### config.mk
export PLATFORM = sky130hd
export DESIGN_NAME = vpifo_tree_sched
export DESIGN_NICKNAME = d
export VERILOG_FILES = /design/src/rtl/vpifo_pkg.sv /design/src/rtl/vpifo_sync_fifo.sv /design/src/rtl/vpifo_tree_sched.sv
export SDC_FILE = /design/constraint.sdc
export NUM_CORES = 1
export LEC_CHECK = 0
export BUFFER_PORTS_ARGS = -buffer_cell sky130_fd_sc_hd__buf_4
export CAP_MARGIN = 20
export CELL_PAD_IN_SITES_DETAIL_PLACEMENT = 0
export CELL_PAD_IN_SITES_GLOBAL_PLACEMENT = 2
export CORE_MARGIN = 1.5
export CORE_UTILIZATION = 40
export DETAILED_ROUTE_END_ITERATION = 10
export HOLD_SLACK_MARGIN = 0.1
export PLACE_DENSITY_LB_ADDON = 0.25
export SETUP_SLACK_MARGIN = 0.02
export SLEW_MARGIN = 20
export SYNTH_ARGS = -nofsm -noshare
export SYNTH_HDL_FRONTEND = slang
export SYNTH_SLANG_ARGS = --single-unit
### constraint.sdc
create_clock -name i_clk -period 9.5 [get_ports i_clk]
set_input_delay 0.475 -clock i_clk [delete_from_list [all_inputs] [get_ports i_clk]]
set_output_delay 0.475 -clock i_clk [all_outputs]
set_load 0.02 [all_outputs]
### src/rtl/vpifo_pkg.sv
// Shared types and width helpers for the virtual-PIFO tree scheduler.
package vpifo_pkg;

   typedef enum logic [1:0] {
      ST_IDLE  = 2'd0,
      ST_RUN   = 2'd1,
      ST_DRAIN = 2'd2
   } state_t;

   function automatic int tb_width(input int n);
      return (n > 1) ? $clog2(n) : 1;
   endfunction

   function automatic int cw_width(input int n);
      return $clog2(n) + 1;
   endfunction

endpackage

### src/rtl/vpifo_sync_fifo.sv
// Small synchronous FIFO holding popped {data, tree id} entries in issue order.
module vpifo_sync_fifo
#(
   parameter int WIDTH = 8,
   parameter int DEPTH = 4,
   localparam int AW   = (DEPTH > 1) ? $clog2(DEPTH) : 1,
   localparam int CNTW = $clog2(DEPTH + 1)
)(
   input  logic             i_clk,
   input  logic             i_arst_n,
   input  logic             i_wr,
   input  logic [WIDTH-1:0] i_wdata,
   input  logic             i_rd,
   output logic [WIDTH-1:0] o_rdata,
   output logic             o_empty,
   output logic [CNTW-1:0]  o_count
);

   logic [WIDTH-1:0] r_mem [DEPTH];
   logic [AW-1:0]    r_wptr;
   logic [AW-1:0]    r_rptr;
   logic [CNTW-1:0]  r_count;
   logic             w_rd;
   logic             w_wr;

   function automatic logic [AW-1:0] ptr_inc(input logic [AW-1:0] p);
      return (p == AW'(DEPTH - 1)) ? '0 : p + AW'(1);
   endfunction

   // A write into a full buffer is accepted when the head leaves in the same cycle
   assign w_rd    = i_rd && (r_count != '0);
   assign w_wr    = i_wr && ((r_count != CNTW'(DEPTH)) || w_rd);
   assign o_empty = (r_count == '0);
   assign o_count = r_count;
   assign o_rdata = (r_count == '0) ? '0 : r_mem[r_rptr];

   // Pointer and occupancy bookkeeping
   always_ff @(posedge i_clk) begin
      if (!i_arst_n) begin
         r_wptr  <= '0;
         r_rptr  <= '0;
         r_count <= '0;
      end else begin
         if (w_wr) r_wptr <= ptr_inc(r_wptr);
         if (w_rd) r_rptr <= ptr_inc(r_rptr);
         case ({w_wr, w_rd})
            2'b10:   r_count <= r_count + CNTW'(1);
            2'b01:   r_count <= r_count - CNTW'(1);
            default: r_count <= r_count;
         endcase
      end
   end

   // Entry storage; contents are don't-care while empty
   always_ff @(posedge i_clk) begin
      if (w_wr) r_mem[r_wptr] <= i_wdata;
   end

endmodule

### src/rtl/vpifo_tree_sched.sv
// Schedules pushes and round-robin pops of several virtual trees over one PIFO lane,
// with credit-limited pop issue and an in-order output buffer.
module vpifo_tree_sched
   import vpifo_pkg::*;
#(
   parameter int PTW       = 16,
   parameter int TREE_NUM  = 4,
   parameter int FIFO_SIZE = 2048,
   parameter int POP_LAT   = 2,
   localparam int TB       = tb_width(TREE_NUM),
   localparam int CW       = cw_width(FIFO_SIZE)
)(
   input  logic                   i_clk,
   input  logic                   i_arst_n,
   input  logic                   i_en,
   input  logic [TREE_NUM-1:0]    i_tree_en,
   input  logic                   i_push,
   input  logic [TB-1:0]          i_push_tree_id,
   input  logic [PTW-1:0]         i_push_data,
   output logic                   o_push_ready,
   output logic                   o_push,
   output logic [TB-1:0]          o_push_tree_id,
   output logic [PTW-1:0]         o_push_data,
   output logic                   o_pop,
   output logic [TB-1:0]          o_pop_tree_id,
   input  logic [PTW-1:0]         i_pop_data,
   input  logic                   i_task_fifo_full,
   output logic                   o_deq_valid,
   output logic [PTW-1:0]         o_deq_data,
   output logic [TB-1:0]          o_deq_tree_id,
   input  logic                   i_deq_ready,
   output logic [TREE_NUM*CW-1:0] o_occ,
   output logic [1:0]             o_state
);

   localparam int DEPTH = POP_LAT + 2;
   localparam int BW    = PTW + TB;
   localparam int BCW   = $clog2(DEPTH + 1);
   localparam logic [CW-1:0] OCC_MAX = CW'(FIFO_SIZE);

   state_t              r_state;
   state_t              w_next_state;
   logic [CW-1:0]       r_occ [TREE_NUM];
   logic [TB-1:0]       r_rr_ptr;
   logic                r_push;
   logic [TB-1:0]       r_push_tree_id;
   logic [PTW-1:0]      r_push_data;
   logic                r_pop;
   logic [TB-1:0]       r_pop_tree_id;
   logic [POP_LAT-1:0]  r_pv;
   logic [TB-1:0]       r_pid [POP_LAT];
   logic                w_push_acc;
   logic                w_issue;
   logic                w_found;
   logic                w_credit;
   logic                w_any_occ;
   logic                w_drained;
   logic                w_deq;
   logic                w_buf_empty;
   logic [TB-1:0]       w_sel;
   logic [TREE_NUM-1:0] w_elig;
   logic [TREE_NUM-1:0] w_inc;
   logic [TREE_NUM-1:0] w_dec;
   logic [BCW-1:0]      w_buf_count;
   logic [BW-1:0]       w_buf_rdata;
   int                  w_inflight;

   assign o_push_ready = (r_state == ST_RUN) && !i_task_fifo_full &&
                         (r_occ[i_push_tree_id] < OCC_MAX);
   assign w_push_acc   = i_push && o_push_ready;

   // Per-tree pop eligibility; the enable mask only applies while running
   always_comb begin
      w_any_occ = 1'b0;
      for (int t = 0; t < TREE_NUM; t++) begin
         w_elig[t] = (r_occ[t] != '0) &&
                     ((r_state == ST_DRAIN) || ((r_state == ST_RUN) && i_tree_en[t]));
         w_any_occ = w_any_occ | (r_occ[t] != '0);
      end
   end

   // Round-robin pick among eligible trees, starting at the pointer
   always_comb begin
      int   idx;
      logic hit;
      idx     = 0;
      hit     = 1'b0;
      w_found = 1'b0;
      w_sel   = '0;
      for (int i = 0; i < TREE_NUM; i++) begin
         idx     = int'(r_rr_ptr) + i;
         idx     = (idx >= TREE_NUM) ? idx - TREE_NUM : idx;
         hit     = !w_found && w_elig[TB'(idx)];
         w_sel   = hit ? TB'(idx) : w_sel;
         w_found = w_found | hit;
      end
   end

   // Credit counts only registered state, so a dequeue this cycle frees nothing yet
   always_comb begin
      w_inflight = int'(r_pop);
      for (int k = 0; k < POP_LAT; k++) begin
         w_inflight = w_inflight + int'(r_pv[k]);
      end
   end

   assign w_credit = (int'(w_buf_count) + w_inflight) < DEPTH;
   assign w_issue  = w_found && w_credit && !i_task_fifo_full;

   // Per-tree occupancy deltas
   always_comb begin
      for (int t = 0; t < TREE_NUM; t++) begin
         w_inc[t] = w_push_acc && (i_push_tree_id == TB'(t));
         w_dec[t] = w_issue && (w_sel == TB'(t));
      end
   end

   assign w_drained = !w_any_occ && !r_pop && (r_pv == '0) && w_buf_empty;

   // Next-state logic
   always_comb begin
      w_next_state = r_state;
      case (r_state)
         ST_IDLE: begin
            if (i_en) w_next_state = ST_RUN;
            else      w_next_state = ST_IDLE;
         end
         ST_RUN: begin
            if (!i_en) w_next_state = ST_DRAIN;
            else       w_next_state = ST_RUN;
         end
         ST_DRAIN: begin
            if (i_en)           w_next_state = ST_RUN;
            else if (w_drained) w_next_state = ST_IDLE;
            else                w_next_state = ST_DRAIN;
         end
         default: w_next_state = ST_IDLE;
      endcase
   end

   // State, push lane, pop issue and round-robin pointer
   always_ff @(posedge i_clk) begin
      if (!i_arst_n) begin
         r_state        <= ST_IDLE;
         r_push         <= 1'b0;
         r_push_tree_id <= '0;
         r_push_data    <= '0;
         r_pop          <= 1'b0;
         r_pop_tree_id  <= '0;
         r_rr_ptr       <= '0;
      end else begin
         r_state <= w_next_state;
         r_push  <= w_push_acc;
         r_pop   <= w_issue;
         if (w_push_acc) begin
            r_push_tree_id <= i_push_tree_id;
            r_push_data    <= i_push_data;
         end
         if (w_issue) begin
            r_pop_tree_id <= w_sel;
            r_rr_ptr      <= (w_sel == TB'(TREE_NUM - 1)) ? '0 : w_sel + TB'(1);
         end
      end
   end

   // Occupancy counters; a push and pop on the same tree cancel out
   always_ff @(posedge i_clk) begin
      for (int t = 0; t < TREE_NUM; t++) begin
         if (!i_arst_n)                 r_occ[t] <= '0;
         else if (w_inc[t] && !w_dec[t]) r_occ[t] <= r_occ[t] + CW'(1);
         else if (w_dec[t] && !w_inc[t]) r_occ[t] <= r_occ[t] - CW'(1);
         else                           r_occ[t] <= r_occ[t];
      end
   end

   // Tree id follows each pop until the PIFO returns its data
   always_ff @(posedge i_clk) begin
      if (!i_arst_n) begin
         r_pv <= '0;
         for (int k = 0; k < POP_LAT; k++) r_pid[k] <= '0;
      end else begin
         r_pv[0]  <= r_pop;
         r_pid[0] <= r_pop_tree_id;
         for (int k = 1; k < POP_LAT; k++) begin
            r_pv[k]  <= r_pv[k-1];
            r_pid[k] <= r_pid[k-1];
         end
      end
   end

   assign w_deq = !w_buf_empty && i_deq_ready;

   vpifo_sync_fifo #(
      .WIDTH (BW),
      .DEPTH (DEPTH)
   ) u_out_buf (
      .i_clk    (i_clk),
      .i_arst_n (i_arst_n),
      .i_wr     (r_pv[POP_LAT-1]),
      .i_wdata  ({i_pop_data, r_pid[POP_LAT-1]}),
      .i_rd     (w_deq),
      .o_rdata  (w_buf_rdata),
      .o_empty  (w_buf_empty),
      .o_count  (w_buf_count)
   );

   assign o_push         = r_push;
   assign o_push_tree_id = r_push_tree_id;
   assign o_push_data    = r_push_data;
   assign o_pop          = r_pop;
   assign o_pop_tree_id  = r_pop_tree_id;
   assign o_deq_valid    = !w_buf_empty;
   assign o_deq_data     = w_buf_rdata[BW-1 -: PTW];
   assign o_deq_tree_id  = w_buf_rdata[TB-1:0];
   assign o_state        = r_state;

   for (genvar g = 0; g < TREE_NUM; g++) begin : g_occ
      assign o_occ[g*CW +: CW] = r_occ[g];
   end

endmodule
# --- Yosys cells after proc, flatten, opt, wreduce, memory -nomap -nowiden ---
# Memory sizes are Yosys's and may differ from the RTL's. A register that Yosys moved wholly into a read port is not among the register bits.
# Index checks and enable logic that the tools add are counted.
op_classes:
  magnitude_cmp: 10
  muxes: 94
  add_sub_neg: 23
  eq_ne: 13
  bitwise_logic: 20
  reduce_logical: 69
op_table:
  columns: ["operator", "n"]
  rows:
  - ["12-bit two-way mux", 12]
  - ["1-bit two-way mux", 57]
  - ["12-bit by 1-bit adder with 12-bit output, second input constant", 4]
  - ["12-bit nonzero test", 4]
  - ["12-bit by 1-bit subtractor with 12-bit output, second input constant", 4]
  - ["1-bit logical AND", 38]
  - ["2-bit two-way mux", 18]
  - ["1-bit OR", 20]
  - ["18-bit two-way mux", 1]
  - ["2-bit equality test, second input constant", 8]
  - ["2-bit by 4-bit < comparator with 1-bit output, second input constant", 4]
  - ["1-bit logical NOT", 15]
  - ["12-bit < comparator, second input constant", 1]
  - ["3-bit greater-or-equal comparator, second input constant", 3]
  - ["1-bit binary-select mux with 2-bit select", 4]
  - ["2-bit by 1-bit equality test with 1-bit output, second input constant", 4]
  - ["2-bit logical NOT", 4]
  - ["2-bit by 1-bit subtractor with 2-bit output, second input constant", 4]
  - ["2-bit by 1-bit adder with 2-bit output, second input constant", 3]
  - ["2-bit by 2-bit adder with 3-bit output, second input constant", 2]
  - ["2-bit one-hot mux with 3 select lines", 1]
  - ["3-bit one-hot mux with 2 select lines", 1]
  - ["1-bit logical OR", 5]
  - ["3-bit by 3-bit adder with 4-bit output", 1]
  - ["other kinds (11)", 11]
totals:
  wordCells: 243
  in_bits: 44
  ff_bits: 35
  ramBits: 124
  output_inout_bits: 92
  n_memories: 3
mem_list:
  columns: ["memory", "depth", "width", "rd", "rd_ports_with_merged_regs", "write_ports", "line_no", "rtl"]
  rows:
  - ["u_out_buf.r_mem", 4, 18, 1, 1, 1, "vpifo_sync_fifo.sv:19", "logic [WIDTH-1:0] r_mem [DEPTH];"]
  - ["r_occ", 4, 12, 5, 0, 4, "vpifo_tree_sched.sv:43", "logic [CW-1:0] r_occ [TREE_NUM];"]
  - ["r_pid", 2, 2, 2, 0, 2, "vpifo_tree_sched.sv:51", "logic [TB-1:0] r_pid [POP_LAT];"]

# --- Depth between registers and ports, before layout ---
# Gate-level depths: netlist of run 1.
logic_depth:
  word_depth: 27
  ltp_mapped: 21
  depth_no_buf: 21

# --- By module ---
# Synthesis of run 1 repeated with hierarchy kept, for this count alone.
hier_totals:
  cells_unflattened: 773
  hier_area_um2: 8767.2
modules_own_cells:
  columns: ["module", "seq_area_each_um2", "area_each_um2", "cells_per_inst", "n_inst"]
  rows:
  - ["vpifo_tree_sched", 2082.0, 5361.4, 593, 1]
  - ["vpifo_sync_fifo", 2342.2, 3405.8, 180, 1]

# --- Worst setup path after synthesis of run 1 ---
# Ideal clock, no wire load.
synth_timing:
  path_type: "register to register"
  start: "memory r_occ[1][4] in the netlist's numbering"
  end: "memory r_occ[2][10] in the netlist's numbering (data pin)"
  arrival_ps: 3828
  slack_ps: 5406
  required_ps: 9234
  path_stages_with_launch: 20
  path_buffers: 1
  setup_time_ps: 266
  period_less_slack_ps: 4094
  path_cell_list: "edfxtp_1 -> buf_2 -> nor4_4 -> nand4_1 -> a221oi_2 -> and2_1 -> nand2b_1 -> ha_1 -> nand2_1 -> inv_1 -> ha_1 -> nand2_1 -> inv_1 -> ha_1 -> nor2b_1 -> o31ai_1 -> a21oi_1 -> o21ai_0 -> xor2_1 -> nor2_1"
synth_rtl:
  columns: ["item", "line_no"]
  rows:
  - ["from (decl)", "vpifo_tree_sched.sv:43"]

==> results of run 1 <==
==> through the flow <==
stage	utilization	instance area [sq um]	hold WS, ns
2_1_floorplan	-	8450	0.412
3_3_place_gp	0.473	9690	0.415
3_5_place_dp	0.473	9690	0.422
4_1_cts	0.502	10300	0.209
5_1_grt	0.503	10300	0.221
6_report	0.503	10300	0.228
==> cells in the final DEF, fill, tap and decap left out, types with 8 or more instances in the layout <==
cell and n:
dfxtp_1 41, and2_1 36, edfxtp_1 120, nor3_1 27, a31oi_1 9, mux4_2 19, nand2_1 62, mux2i_1 18
o21ai_0 35, clkbuf_16 17, buf_4 143, nor2b_1 9, a21oi_1 49, xor2_1 12, nand3_1 15, inv_8 8
a221oi_1 14, nor4_1 13, nor2_1 74, and3_1 12, ha_1 37, a211oi_1 14, inv_1 27
==> worst max-delay path, delay by kind of cell, from the launching register on <==
kind | cells | cell delay, ns
compound gates | 4 | 0.97
fa+ha+maj | 3 | 0.78
flops | 1 | 0.51
simple gates | 8 | 1.74
xor+xnor | 1 | 0.17
buf+inv | 3 | 0.32
==> sequential cells by signal, indices dropped and copies added, names as in the netlist, 2 cells and up, named ones only <==
signal / count
u_out_buf.r_mem: 72
r_occ: 48
o_push_data: 16
r_pid: 4
u_out_buf.o_count: 3
o_pop_tree_id: 2
o_push_tree_id: 2
o_state: 2
r_pv: 2
r_rr_ptr: 2
u_out_buf.r_rptr: 2
u_out_buf.r_wptr: 2
==> metal layers <==
layer / track usage / part of all wire / up-vias
met2: 0.331 / 0.50 / 143
met3: 0.0383 / 0.040 / 28
met4: 0.0634 / 0.019 / 0
met1: 0.239 / 0.44 / 3124
met5: 0 / 0 / -
li1: - / - / 3114
==> cells by family (layout without fill, tap and decap cells) <==
group / count (synthesis) / in the layout / share of synthesized area
flops: 161 / 161 / 0.524
fa+ha+maj: 40 / 40 / 0.0619
simple gates: 282 / 282 / 0.168
compound gates: 161 / 161 / 0.123
xor+xnor: 18 / 18 / 0.0187
mux: 37 / 37 / 0.0720
buf+inv: 66 / 205 / 0.0330
==> where the power goes <==
part | switching, mW | internal (mW) | total (mW)
clock network | 0.337 | 0.357 | 0.695
registers | 0.0352 | 0.781 | 0.816
logic | 0.108 | 0.0830 | 0.191
total | 0.480 | 1.22 | 1.70
==> final timing paths <==
path                    start      endpoint  cells past startpoint
setup / recovery  r_occ[3][4]  r_occ[2][10]                     19
setup reg to reg  r_occ[3][4]  r_occ[2][10]                     19
hold / removal           i_en    o_state[1]                      2
hold reg to reg   r_pid[0][0]   r_pid[0][2]                      1
==> layout make-up <==
class                   instances  area, sq um
clock inverters                15          179
clock buffers                  17          425
inverters                      29          109
fillers                      1874        10200
multi-input cells             538         3740
repair buffers                144         1090
well taps                     270          338
flip-flops and latches        161         4420
==> impl_metrics.ini, run 1 <==
[timing]
fin_tns_setup_ns = 0
rsz0062_at_grt = false
slew_headroom = 0.355
fin_crit_sh = 0.500
setup_ws_ns = 4.75
hold_viol_final = 0
worst_pin_slew_ns = 0.967
max_freq_ghz = 0.211
slew_violations = 0
setup_viol = 0
fin_skew_ns = 0.0140
finalCriticalPeriod_ns = 4.75

[logic_synthesis]
syn-cell-area_sq_um = 8450
yosys_warnings = 0
post_synth.cell_area_avg_sq_um = 11.0
synth.top_cell.area_share = 0.427
syn_inst = 765
synthFlopType = edfxtp_1
synth.most_common_cell = edfxtp_1
yosys_register_bits = 161
synth_top_cell_by_area = edfxtp_1
synth_area_leaders = edfxtp_1 (43%), dfxtp_1 (9.7%), ha_1 (5.5%), mux4_2 (5.1%), nor2_1 (3.3%)
ys_async_sr_fraction = 0
syn_nets = 849
ys_types = 60
ys_seq_area_frac = 0.524
synth_edf_count = 120
synth.cells.most_frequent = edfxtp_1 (120), nor2_1 (74), nand2_1 (62)

[cts]
cts-root-buf = clkbuf_16
cts_tree = done
clock_path_buffers = 2
htree_levels = 4
clock_latency_ns = 0.44
cts-hold-fix-buffers = 0
clock_sinks = 161
path_clk_slew_ns = 0.08
cts_setup_buffers = 0
cts-buffers-inserted = 17
ctsResizeCount = 0

[detailed_routing]
ant_nets = 0
drtPass1Iterations = 4
remaining_drc_errors = 0
vias_per_cell = 5.46
wire_per_inst_um = 17.4
drtIter0Drc = 296
drt-total-wl_mm = 20.4
num_vias = 6409

[die]
die_w_um = 148
io_pins = 136
core_sq_um = 20500
die-area_sq_um = 22000
start_util = 0.412
die_h_um = 148
num_rows = 52

[layout]
nets = 975
drive_above_1_share = 0.229
syn_to_final_growth_pct = 22.0
fin_cells = 1174
diodes = 0

[worst_hold_path]
worstHoldPathType = in2reg

[pwr]
leakagePower_nw = 3.91
p_total_mw = 1.70
vdd_drop_max_v = 0.000131
power.density_nw_per_um2 = 165

[run]
drv_cap = 0

[worst_setup_path]
critPathKind = reg2reg
cp_slowest_cell = nor4_1
critPathLaunchType = flip-flop
crit_arrival_ns = 4.94
critical_path.max_stage_delay_ns = 0.61
rrSetupSlack_ns = 4.75
path_cells = nor4_1, nand4_1, and2_1, a31o_2, nand2_1, inv_1, ha_1, nand2_1, inv_1, ha_1, nand2_1, inv_1, ha_1, nor2b_1, o31ai_1, a21oi_1, o21ai_0, xor2_1, nor2_1
crit_required_ns = 9.69
cp_max_fo = 10
end_kind = flip-flop

[place]
place_ws_ns = 4.43
place_congestion = 0.851
dp.final_hpwl_mm = 14.3
io_buffers = 135
placed_cells_incl_taps = 1141

[grt]
grt_antenna_before_repair = 0
grt.total_usage = 0.191
grt_pass1_vias = 6453
grt_pass1_wl_mm = 33.1
grt_max_degree = 34
grt_overflow_total = 0

[outcome]
status = finished clean
Note: power is estimated with default switching activity, not from simulation.
==> run 2: changes to the inputs <==
ABC_AREA = 1   (was not set)
CORE_UTILIZATION = 35   (was 40)
clock period = 4.4 ns   (was 9.5 ns; I/O delays follow)
==> run 2 against run 1 <==
Sequential cell count did not move. Critical path depth is 11 higher. Cell area up 12%. Synthesized cell count increased by 33%. Highest routed layer unchanged. Clock power rose by 120%. Die area rose by 20%.
==> impl_metrics.ini, run 2 <==
[outcome]
status = finished clean

[layout]
largest_reg_flops = 72
final_common_cell = buf_4
nets = 1310
drive_above_1_share = 0.234
syn_to_final_growth_pct = 29.5
top_register = u_out_buf.r_mem
diodes = 0
layout_common_cells = buf_4 (179), nand2_1 (177), nor2_1 (148), edfxtp_1 (120), inv_1 (115)
fin_area_sq_um = 11600

[timing]
fin_tns_setup_ns = 0
hold_viol_final = 0
worst_pin_slew_ns = 0.738
fin_skew_ns = 0.0175
rsz0062_at_grt = false
setup_viol = 0
slew_headroom = 0.508
max_freq_ghz = 0.252
hold_slack_ns = 0.175
slew_violations = 0
fin_crit_sh = 0.903
finalCriticalPeriod_ns = 3.97

[worst_setup_path]
crit_arrival_ns = 4.16
cp_slowest_cell = edfxtp_1
critical_path.max_stage_delay_ns = 0.44
crit_cells = 30
r2r_end = r_occ[2][8]
end_kind = flip-flop
crit_required_ns = 4.58
reg2regPathDepth = 30
cpMostUsedCell = nand2_1
rrSetupSlack_ns = 0.43
r2r_start = r_occ[1][1]
cp_max_fo = 7
critPathLaunchType = flip-flop
cpLargestDelayFamily = simple AND/OR/NAND/NOR gates
path_buf_inv = 7
critPathKind = reg2reg

[cts]
cts-root-buf = clkbuf_16
htree_levels = 4
clock_path_buffers = 2
clock_latency_ns = 0.43
path_clk_slew_ns = 0.08
clock_sinks = 161
cts_tree = done
cts-buffers-inserted = 17

[place]
dp.final_hpwl_mm = 15.9
place_congestion = 0.809
place_area_sq_um = 10500
io_buffers = 135

[grt]
grt_pass1_wl_mm = 35.9
use_met1 = 0.234
grtUsageMet3 = 0.0354
grt_overflow_total = 0
grt_pass1_vias = 7032
grtUsageMet2 = 0.283
grt.total_usage = 0.173
grt_antenna_before_repair = 0
grt_max_degree = 38
gr-max-usage-layer = met2

[die]
start_util = 0.356
die-area_sq_um = 26500
num_rows = 58
io_pins = 136
die_w_um = 163
core_sq_um = 25100
die_h_um = 163

[logic_synthesis]
synth_edf_count = 120
synth.most_common_cell = nand2_1
synth_area_leaders = edfxtp_1 (40%), dfxtp_1 (9.2%), nand2_1 (7.4%), nor2_1 (6.3%), ha_1 (5.2%)
ys_types = 51
syn_inst = 1019
syn-cell-area_sq_um = 8930
yosys_warnings = 0
syn_nets = 1103
ys_async_sr_fraction = 0
synth.top_cell.area_share = 0.403
synth.cells.most_frequent = nand2_1 (177), nor2_1 (149), edfxtp_1 (120)
post_synth.cell_area_avg_sq_um = 8.77
synthFlopType = edfxtp_1
synth_top_cell_by_area = edfxtp_1
ys_seq_area_frac = 0.495
yosys_register_bits = 161

[pwr]
vdd_drop_max_v = 0.000224
leakagePower_nw = 4.95
power.density_nw_per_um2 = 498

[detailed_routing]
drt-total-wl_mm = 22.8
ant_nets = 0
vias_per_cell = 4.69
wire_per_inst_um = 14.5
drtPass1Iterations = 5
drtIter0Drc = 361
remaining_drc_errors = 0
num_vias = 7353

[worst_hold_path]
worstHoldPathType = in2reg
whs_path_depth = 3
holdPathEnd = r_pid[0][3]
min-delay-start = i_arst_n

[run]
drv_cap = 0
## run 2: cell type report
class	instances	area [sq um]
clock buffer	17	425
clock inverter	15	201
fill	2559	13500
inverter	131	492
multi-input combinational	701	3920
sequential	161	4420
tap	330	413
timing repair buffer	214	1690
## run 2: worst reg2reg max path, delay by kind of cell, from the launching register on
family                     cells  cell delay (ns)
AOI/OAI and AO/OA              4             0.40
adders and majority gates      4             0.86
buffers and inverters          7             0.65
DFF                            1             0.44
and+or+nand+nor               15             1.40
## run 2: where the power goes
part	switching, mW	total (mW)	internal [mW]
Clock	0.762	1.55	0.784
Combinational	1.44	2.30	0.853
Sequential	0.120	1.92	1.80
Total	2.33	5.76	3.44
## run 2: layer usage
metal	vias up	part of all wire
li1	3843	-
met1	3378	0.48
met2	116	0.47
met3	16	0.042
met4	0	0.0097
met5	-	0
## run 2: worst max-delay path by stage
stage / start / to / slack (ns)
after floorplan: o_pop / r_occ[2][9] / 0.35
final: r_occ[1][1] / r_occ[2][8] / 0.43
after detailed placement: r_occ[1][1] / r_occ[2][8] / 0.19
after global placement: r_occ[1][1] / r_occ[2][8] / 0.29
after CTS: r_occ[1][1] / r_occ[2][8] / 0.19
after global routing: r_occ[1][1] / r_occ[2][8] / 0.004
## run 2: logic make-up (layout without fill, tap and decap cells)
logic type / count (synthesis) / in the layout / synth area share
XOR/XNOR: 22 / 22 / 0.0216
buffers and inverters: 157 / 377 / 0.0738
AND/OR/NAND/NOR: 439 / 439 / 0.227
AO/OA/AOI/OAI: 200 / 200 / 0.124
flip-flops: 161 / 161 / 0.495
adder cells (fa/ha/maj): 40 / 40 / 0.0585
## run 2: what timing repair did
action,in CTS,in global routing
hold buffers,35,0
resized for setup,0,16
endpoints found under the setup margin,0,6
hold endpoints to repair,84,0
buffers inserted,0,6
## run 2: per-stage QoR
stage          cells  power [mW]   util  setup slack (ns)
3_5_place_dp    1496        4.21  0.417             0.194
2_1_floorplan   1019        3.45      -             0.348
6_report        1569        5.76  0.461             0.425
5_1_grt         1569        6.14  0.461           0.00360
4_1_cts         1563        5.79  0.456             0.186
3_3_place_gp    1496        4.21  0.417             0.294
==> run 3: changes to the inputs <==
CORE_ASPECT_RATIO = 0.6   (was not set)
CORE_MARGIN = 2   (was 1.5)
==> run 3 against run 2 <==
Global-route usage rose by 0.87 points. Total power rose by 1.1%. Register-to-register slack got worse by 0.03 ns. Largest power group unchanged. Utilization rose by 0.061 points. Highest routed layer unchanged.
==> impl_metrics.ini, run 3 (synthesis gave the netlist of run 2 again) <==
[timing]
slew_headroom = 0.431
max_freq_ghz = 0.250
rsz0062_at_grt = false
finalCriticalPeriod_ns = 4.00
fin_crit_sh = 0.910
setup_viol = 0
slew_violations = 0
fin_tns_setup_ns = 0
fin_skew_ns = 0.0110
hold_viol_final = 0
hold_slack_ns = 0.173
worst_pin_slew_ns = 0.852

[worst_setup_path]
crit_required_ns = 4.58
crit_arrival_ns = 4.18
end_kind = flip-flop
critPathLaunchType = flip-flop
critical_path.max_stage_delay_ns = 0.42
critPathKind = reg2reg
path_buf_inv = 5
cp_slowest_cell = edfxtp_1
cpLargestDelayFamily = simple AND/OR/NAND/NOR gates
cp_max_fo = 8

[grt]
grt_overflow_total = 0
grt_max_degree = 38
grt_pass1_vias = 6908
grt.total_usage = 0.182
grt_antenna_before_repair = 0
grt_pass1_wl_mm = 37.5

[place]
dp.final_hpwl_mm = 17.3
place_congestion = 0.818
io_buffers = 135

[cts]
cts_tree = done
path_clk_slew_ns = 0.07
htree_levels = 4
clock_path_buffers = 2
clock_latency_ns = 0.44
cts-root-buf = clkbuf_16
clock_sinks = 161
cts-buffers-inserted = 17

[detailed_routing]
ant_nets = 0
wire_per_inst_um = 15.0
remaining_drc_errors = 0
drtPass1Iterations = 5
drt-total-wl_mm = 23.7
num_vias = 7361
vias_per_cell = 4.66
drtIter0Drc = 416

[die]
die_h_um = 128
num_rows = 45
die_w_um = 210
start_util = 0.355
die-area_sq_um = 26900
io_pins = 136
core_sq_um = 25200

[pwr]
vdd_drop_max_v = 0.000283
leakagePower_nw = 5.00
power.density_nw_per_um2 = 502

[layout]
fillers = 2493
layout_common_cells = buf_4 (190), nand2_1 (176), nor2_1 (148), edfxtp_1 (120), inv_1 (114)
drive_above_1_share = 0.238
nets = 1321
syn_to_final_growth_pct = 30.0
largest_reg_flops = 72
final_common_cell = buf_4
diodes = 0
top_register = u_out_buf.r_mem

[run]
drv_cap = 0

[outcome]
status = finished clean

[worst_hold_path]
worstHoldPathType = in2reg
-- run 3: cell count changes in the layout (fill, tap and decap cells not counted), sizes merged --
| cell | before | now |
|---|---|---|
| buf | 179 | 190 |
| bufinv | 0 | 3 |
| clkbuf | 17 | 18 |
| clkinv | 11 | 8 |
| clkinvlp | 0 | 2 |
| inv | 135 | 132 |
-- run 3: worst paths after layout --
check	start	end	slack (ns)	depth (start not counted)
hold reg to reg	r_pid[0][0]	r_pid[0][2]	0.42	2
setup reg to reg	r_occ[2][7]	r_occ[2][8]	0.40	26
hold / removal	i_arst_n	r_pid[0][2]	0.17	3
setup / recovery	r_occ[2][7]	r_occ[2][8]	0.40	26
-- run 3: per-layer routing --
metal | GRT usage | part of all wire
met1 | 0.276 | 0.53
met3 | 0.0409 | 0.050
met5 | 0 | 0
met4 | 0.0438 | 0.0078
met2 | 0.258 | 0.41
-- run 3: worst register-to-register path: cells and delay by family (launching register included) --
| kind | cells | cell delay, ns |
|---|---|---|
| adders and majority gates | 3 | 0.81 |
| AOI/OAI and AO/OA | 4 | 0.40 |
| DFF | 1 | 0.42 |
| and+or+nand+nor | 14 | 1.73 |
| buffers and inverters | 5 | 0.40 |
-- run 3: power breakdown --
part / leakage, nW / internal [mW] / switching, mW / total [mW]
Sequential: 1.48 / 1.80 / 0.111 / 1.91
Combinational: 3.22 / 0.867 / 1.49 / 2.35
Clock: 0.293 / 0.905 / 0.658 / 1.56
-- run 3: final cells by class --
cell class                 instances  area, sq um  share of cell area
clock buffer                      18          429              0.0370
inverter                         131          497              0.0428
sequential                       161         4420               0.381
timing repair buffer             225         1780               0.153
tap                              329          412              0.0355
multi-input combinational        701         3890               0.335
clock inverter                    14          180              0.0155
-- run 3: stage by stage --
step | util | worst slack, ns | instance area, sq um | total power [mW] | std cells
after CTS | 0.457 | 0.0807 | 11500 | 5.85 | 1570
final | 0.461 | 0.396 | 11600 | 5.83 | 1579
after detailed placement | 0.419 | 0.0570 | 10500 | 4.24 | 1503
after global placement | 0.419 | 0.163 | 10500 | 4.25 | 1503
after global routing | 0.461 | 0.0275 | 11600 | 6.22 | 1579
after floorplan | - | 0.348 | 8930 | 3.45 | 1019
-- run 3: timing repair --
item | in CTS | in global routing
hold buffers | 35 | 0
endpoints found under the setup margin | 1 | 7
hold endpoints to repair | 84 | 0
gates cloned | 0 | 0
setup buffers | 0 | 9
resized for setup | 1 | 15
pin swaps | 0 | 1
